### config.mk
export PLATFORM = sky130hd
export DESIGN_NAME = pc_fetch_unit
export DESIGN_NICKNAME = d
export VERILOG_FILES = /design/src/rtl/pc_fetch_unit.sv
export SDC_FILE = /design/constraint.sdc
export NUM_CORES = 1
export LEC_CHECK = 0
export ABC_AREA = 1
export CORE_MARGIN = 2
export CORE_UTILIZATION = 48
export DETAILED_ROUTE_END_ITERATION = 8
export PLACE_DENSITY_LB_ADDON = 0.15
export SLEW_MARGIN = 5
export SYNTH_ARGS = -nofsm -noshare
export SYNTH_HDL_FRONTEND = slang
export SYNTH_SLANG_ARGS = --single-unit
### constraint.sdc
create_clock -name clk -period 5.64 [get_ports clk]
set_clock_uncertainty 0.1 [all_clocks]
set_input_delay 1.692 -clock clk [delete_from_list [all_inputs] [get_ports clk]]
set_output_delay 1.692 -clock clk [all_outputs]
set_load 0.01 [all_outputs]
### src/rtl/pc_fetch_unit.sv
// Instruction-fetch stage: owns the PC, issues word fetches over a req/ack
// handshake and hands one instruction plus its PC to decode through a
// single-entry slot. Redirects (exc > redirect) flush the slot and retarget
// the PC. A redirect that lands while a request is outstanding is parked in
// a pending register until that ack arrives.
module pc_fetch_unit #(
    parameter logic [31:0] RESET_PC   = 32'h0000_0000,
    parameter logic [31:0] EXC_VECTOR = 32'h0000_0180
) (
    input  logic        clk,
    input  logic        rst,
    input  logic        redirect,
    input  logic [31:0] redirect_target,
    input  logic        exc,
    output logic [31:0] pc_plus4,
    output logic        imem_req,
    output logic [31:0] imem_addr,
    input  logic        imem_ack,
    input  logic [31:0] imem_rdata,
    output logic        if_valid,
    output logic [31:0] if_inst,
    output logic [31:0] if_pc,
    input  logic        id_ready
);

    typedef enum logic [1:0] {
        S_IDLE  = 2'd0,
        S_FETCH = 2'd1,
        S_HOLD  = 2'd2,
        S_DROP  = 2'd3
    } state_e;

    state_e      state_q;
    logic [31:0] pc_q;
    logic [31:0] pend_q;
    logic        req_q;
    logic        valid_q;
    logic [31:0] inst_q;
    logic [31:0] ifpc_q;

    logic        flush_d;
    logic [31:0] tgt_d;

    // Redirect request and its word-aligned target; exc wins over redirect.
    always_comb begin
        flush_d = exc | redirect;
        tgt_d   = {redirect_target[31:2], 2'b00};
        if (exc) begin
            tgt_d = EXC_VECTOR;
        end
    end

    assign pc_plus4  = pc_q + 32'd4;
    assign imem_req  = req_q;
    assign imem_addr = pc_q;
    assign if_valid  = valid_q;
    assign if_inst   = inst_q;
    assign if_pc     = ifpc_q;

    // Fetch FSM; the request line and slot are updated alongside the state.
    always_ff @(posedge clk or posedge rst) begin
        if (rst) begin
            state_q <= S_IDLE;
            pc_q    <= RESET_PC;
            pend_q  <= 32'd0;
            req_q   <= 1'b0;
            valid_q <= 1'b0;
            inst_q  <= 32'd0;
            ifpc_q  <= 32'd0;
        end else begin
            case (state_q)
                S_IDLE: begin
                    state_q <= S_FETCH;
                    req_q   <= 1'b1;
                end
                S_FETCH: begin
                    if (imem_ack) begin
                        if (flush_d) begin
                            // Data belongs to the old path: drop it, refetch at target.
                            pc_q <= tgt_d;
                        end else begin
                            valid_q <= 1'b1;
                            inst_q  <= imem_rdata;
                            ifpc_q  <= pc_q;
                            pc_q    <= pc_plus4;
                            req_q   <= 1'b0;
                            state_q <= S_HOLD;
                        end
                    end else if (flush_d) begin
                        // Address must stay put until the memory acks, so park the target.
                        pend_q  <= tgt_d;
                        state_q <= S_DROP;
                    end
                end
                S_DROP: begin
                    if (imem_ack) begin
                        pc_q    <= flush_d ? tgt_d : pend_q;
                        state_q <= S_FETCH;
                    end else if (flush_d) begin
                        pend_q <= tgt_d;
                    end
                end
                S_HOLD: begin
                    if (flush_d) begin
                        valid_q <= 1'b0;
                        pc_q    <= tgt_d;
                        req_q   <= 1'b1;
                        state_q <= S_FETCH;
                    end else if (id_ready) begin
                        valid_q <= 1'b0;
                        req_q   <= 1'b1;
                        state_q <= S_FETCH;
                    end
                end
                default: begin
                    req_q   <= 1'b0;
                    state_q <= S_IDLE;
                end
            endcase
        end
    end

endmodule

==> flow_summary.toml, run 1 <==
[outcome]
outcome = "finished clean"

[critical_path]
rrSetupSlack_ns = 2.72
cp-end-kind = "output port"
r2r_cells = 8
arrival_ns = 2.54
critPathMaxFanout = 5
rr_endpoint = "imem_addr[12]"
critPathLaunchType = "register"
reg2reg_from = "state_q[0]"
cpMostUsedCell = "nand2_1"
crit_chain = "ha_1 -> nand2_1 -> nor2_1 -> nand2_2 -> nor2_4 -> nand3_1 -> nand2_1 -> clkdlybuf4s50_1"
crit_type = "reg -> out"
cp_slowest_stage_delay_ns = 0.56
worst_path_max_delay_cell = "clkdlybuf4s50_1"
crit_required_ns = 3.85

[min_path]
worstHoldStart = "if_inst[5]"
hold_end = "if_inst[5]"
hold-path-cell-count = 1
hp-class = "reg -> reg"

[clocking]
clk_latency_ns = 0.42
cts_htree_levels = 4
cts_resized = 0
clock_path_buffers = 2
cts_made_buffers = 17
cts_sinks = 132
cts-root-buf = "clkbuf_16"
cts_tree = "built"
path_clk_slew_ns = 0.05
postCtsHoldBufs = 0
postCtsSetupBuffers = 0

[route]
dr.pass1.iters = 5
met2_length_um = 9580
drt_wl_total_um = 20900
postRouteAntennaNets = 0
vias_per_cell = 5.50
num_vias = 6700
highest_layer = "met4"
wl_met1_um = 9120
wire_per_inst_um = 17.2
drc = 0
drt-initial-drc-count = 569
met3_length_um = 1810

[floorplanning]
num_rows = 43
chipHeight_um = 124
fp.dieArea_um2 = 15500
initial_core_util_pct = 49.7
coreArea_um2 = 14000
io_pins = 200
chipWidth_um = 124

[cells_and_area]
multi_input_area_um2 = 3170
final_common_cell = "nand2_1"
final_cell_mix = "nand2_1 (218), clkdlybuf4s50_1 (197), dfrtp_1 (132)"
layout-drive-gt1-share_pct = 7.03
layout.nets = 1099
n_antenna_cell = 0
seq_area_um2 = 3300
syn_to_final_growth_pct = 37.5
nFillCells = 1146

[place]
hpwl_um = 15300
portBuffers = 197
place.gp.congestion = 0.915

[synthesis]
yosys_register_bits = 132
avgSynthCellArea_um2 = 8.21
syn-cell-area_um2 = 6950
ys_warn_count = 0
seq_area_frac_synth_pct = 47.5
ys_dominant_reg_cell = "dfrtp_1"
synth_edf_count = 0
synthArstFlopShare_pct = 100
synth_cell_type_count = 35
synthesis.nets = 917
syn_inst = 846

[grt]
grt_max_degree = 84
antenna_found_initial = 0
grt_pass1_wl_um = 33900
track_usage_pct = 27.4
grt_pass1_vias = 6341
gr-total-overflow = 0

[sta]
fmax_mhz = 231
timing.final.crit_period_ns = 4.33
whs_ns = 0.386
finalCritPeriodShare_pct = 76.8
worstMarginPinSlew_ns = 1.04
setup_viol = 0
relSlewSlack_pct = 30.6
fin_setup_tns_ns = 0
rsz0062_at_grt = "no"
drv_slew = 0
timing.final.hold_violations = 0

[power_and_ir_drop]
p_clk_share_pct = 19.2
p_int_mw = 3.16
switching_share_pct = 38.9
pwr-share-comb_pct = 47.2
power_leakage_nw = 4.22
ir_worst_vdd_uv = 236
seq_power_share_pct = 33.5
powerDensity_nw_per_um2 = 541
power.switching_mw = 2.01

[flow_run]
drv_cap = 0
## cells by family (layout without fill, tap and decap cells)
| logic type | after synthesis | in the layout | share of synthesized area, % |
|---|---|---|---|
| AND/OR/NAND/NOR | 373 | 373 | 22.8 |
| buffers and inverters | 118 | 311 | 6.95 |
| adder cells (fa/ha/maj) | 1 | 1 | 0.180 |
| AO/OA/AOI/OAI | 165 | 165 | 13.4 |
| multiplexers | 42 | 42 | 6.81 |
| XOR/XNOR | 15 | 15 | 2.32 |
| flip-flops | 132 | 132 | 47.5 |
## per-stage QoR
stage / cells / total power, mW / instance area, um2 / worst slack (ns) / util, %
after floorplan: 846 / 2.84 / 6950 / 0.322 / -
after global placement: 1189 / 4.13 / 9020 / 1.30 / 64.5
after detailed placement: 1189 / 4.18 / 9020 / 1.29 / 64.5
after CTS: 1219 / 5.18 / 9550 / 1.30 / 68.3
after global routing: 1219 / 5.48 / 9550 / 1.13 / 68.3
final: 1219 / 5.17 / 9550 / 1.31 / 68.3
## critical path: cells and delay by family (launching register included)
kind / cells / cell delay, ns
adder cells (fa/ha/maj): 1 / 0.25
buffers and inverters: 1 / 0.56
flip-flops: 1 / 0.43
AND/OR/NAND/NOR: 6 / 0.88
## metal layers
| metal | GRT usage, % | vias up |
|---|---|---|
| met5 | 0 | - |
| met4 | 9.12 | 0 |
| met3 | 6.40 | 35 |
| met2 | 42.0 | 360 |
| met1 | 38.4 | 3158 |
| li1 | - | 3147 |
## worst max path at each step
stage                            start            end  cells after the start
after detailed placement           exc  imem_addr[28]                      9
after global routing      imem_addr[2]   pc_plus4[26]                      8
after CTS                 imem_addr[2]   pc_plus4[26]                      8
final                     imem_addr[2]   pc_plus4[26]                      8
after global placement             exc  imem_addr[28]                      9
after floorplan                    rst     if_inst[0]                      1
## final cells by class
class / count / area share (%)
clock buffer: 25 / 5.29
clock inverter: 5 / 0.262
inverter: 76 / 3.01
timing repair buffer: 205 / 21.3
sequential: 132 / 34.6
tap: 180 / 2.36
multi-input combinational: 596 / 33.2
## registers in the layout, summed over array words and instances (netlist names)
name	cells
imem_req	1
state_q	2
if_valid	1
pend_q	32
if_pc	32
if_inst	32
imem_addr	32
## cell usage after synthesis, types with 4 or more instances
library cell | count | area share, %
a21oi_1 | 32 | 2.3
inv_2 | 7 | 0.38
o21ai_0 | 51 | 3.7
nor3_1 | 4 | 0.29
xor2_1 | 10 | 1.3
nand2_1 | 219 | 12
mux2_1 | 42 | 6.8
inv_1 | 69 | 3.7
o22ai_1 | 27 | 2.4
xor2_2 | 4 | 0.94
buf_2 | 23 | 1.7
nand3_1 | 40 | 2.9
a21oi_2 | 4 | 0.50
and2_1 | 6 | 0.54
a211oi_1 | 9 | 0.97
clkbuf_1 | 15 | 0.81
o21ai_1 | 29 | 2.1
dfrtp_1 | 132 | 48
o221ai_1 | 4 | 0.50
nor2_2 | 5 | 0.45
nor2_4 | 10 | 1.6
a31oi_1 | 5 | 0.45
nor2_1 | 81 | 4.4
nand2_2 | 5 | 0.45
## power by group through the flow
stage	Clock (mW)	Sequential, mW	Combinational (mW)
after floorplan	0	1.80	1.04
after global placement	0	1.72	2.41
after detailed placement	0	1.74	2.43
after CTS	1.01	1.73	2.45
after global routing	1.05	1.79	2.64
final	0.995	1.73	2.44
Power figures use the tool's default switching activity.
==> run 2, diff against run 1 <==
clock period = 4.45 ns   (was 5.64 ns; I/O delays follow)
==> flow_summary.toml, run 2 (synthesis gave the netlist of run 1 again) <==
[floorplanning]
initial_core_util_pct = 49.7
io_pins = 200
coreArea_um2 = 14000
num_rows = 43
chipWidth_um = 124
chipHeight_um = 124
fp.dieArea_um2 = 15500

[clocking]
cts_tree = "built"
postCtsHoldBufs = 0
postCtsSetupBuffers = 0
clock_path_buffers = 2
cts_made_buffers = 17
cts_htree_levels = 4
cts_resized = 0
clk_latency_ns = 0.42
cts-root-buf = "clkbuf_16"
cts_sinks = 132
path_clk_slew_ns = 0.06

[min_path]
hp-class = "reg -> reg"

[place]
portBuffers = 197
placedInstanceArea_um2 = 9090
dpl.cell_count = 1193
hpwl_um = 15200
place.gp.congestion = 0.957

[cells_and_area]
final_common_cell = "nand2_1"
fin_area_um2 = 9670
layout-drive-gt1-share_pct = 7.56
fin_cells = 1225
syn_to_final_growth_pct = 39.2
n_antenna_cell = 0
layout.nets = 1103
final_cell_mix = "nand2_1 (218), clkdlybuf4s50_1 (197), dfrtp_1 (132)"

[power_and_ir_drop]
ir_worst_vdd_uv = 334
powerDensity_nw_per_um2 = 691
power_leakage_nw = 4.26
power_mw = 6.68

[critical_path]
critPathLaunchType = "register"
critPathMaxFanout = 5
cp-end-kind = "output port"
crit_required_ns = 3.01
arrival_ns = 2.57
crit_type = "reg -> out"

[sta]
finalCritPeriodShare_pct = 89.9
fin_setup_tns_ns = 0
relSlewSlack_pct = 42.3
whs_ns = 0.387
fmax_mhz = 250
setup_viol = 0
rsz0062_at_grt = "no"
timing.final.crit_period_ns = 4.00
timing.final.hold_violations = 0
drv_slew = 0
worstMarginPinSlew_ns = 0.863

[route]
vias_per_cell = 5.34
num_vias = 6544
drc = 0
postRouteAntennaNets = 0
drt-initial-drc-count = 587
dr.pass1.iters = 5
wire_per_inst_um = 16.9
drt_wl_total_um = 20600

[grt]
track_usage_pct = 26.9
gr-total-overflow = 0
grt_pass1_vias = 6134
grt_pass1_wl_um = 33200
grt_max_degree = 88
antenna_found_initial = 0

[outcome]
outcome = "finished clean"

[flow_run]
drv_cap = 0
run 2: through the flow:
step	utilization [%]	worst slack, ns
after global routing	69.1	0.350
after global placement	65.0	0.811
after floorplan	-	1.38
final	69.1	0.449
after CTS	69.1	0.425
after detailed placement	65.0	0.790
run 2: path summary, 6_finish.rpt:
path / from / end / slack (ns) / cells past startpoint
hold / removal: if_pc[12] / if_pc[12] / 0.39 / 1
hold reg to reg: if_pc[12] / if_pc[12] / 0.39 / 1
min in group asynchronous: rst / imem_addr[1] / 1.28 / 2
setup reg to reg: state_q[0] / imem_addr[11] / 1.72 / 9
setup / recovery: imem_addr[2] / pc_plus4[26] / 0.45 / 8
max in group asynchronous: rst / state_q[0] / 2.25 / 3
run 2: report_power, final:
| part | switching [mW] | leakage [nW] | total (mW) | internal, mW |
|---|---|---|---|---|
| logic | 1.59 | 2.33 | 3.13 | 1.53 |
| registers | 0.460 | 1.65 | 2.18 | 1.72 |
| clock network | 0.511 | 0.279 | 1.38 | 0.865 |
run 2: layout make-up:
class                      instances  area (um2)
clock buffer                      23         478
tap                              180         225
timing repair buffer             209        2100
clock inverter                     9         103
inverter                          76         289
fill                            1110        4320
multi-input combinational        596        3170
sequential                       132        3300
run 2: critical path, cell delays in order (launching register included):
cell and delay, ns:
dfrtp_1 0.45, ha_1 0.25, nand2_1 0.09, nor2_1 0.13, nand2_2 0.16, nor2_4 0.23
nand3_1 0.09, nand2_1 0.16, clkdlybuf4s50_1 0.57
run 2: metal layers:
metal / GRT usage (%) / vias up / share of wire (%) / wire, um
met3: 6.83 / 35 / 7.8 / 1600
met4: 8.86 / 0 / 2.0 / 407
li1: - / 3163 / - / -
met5: 0 / - / 0 / 0
met2: 40.5 / 295 / 45 / 9280
met1: 38.3 / 3051 / 45 / 9350
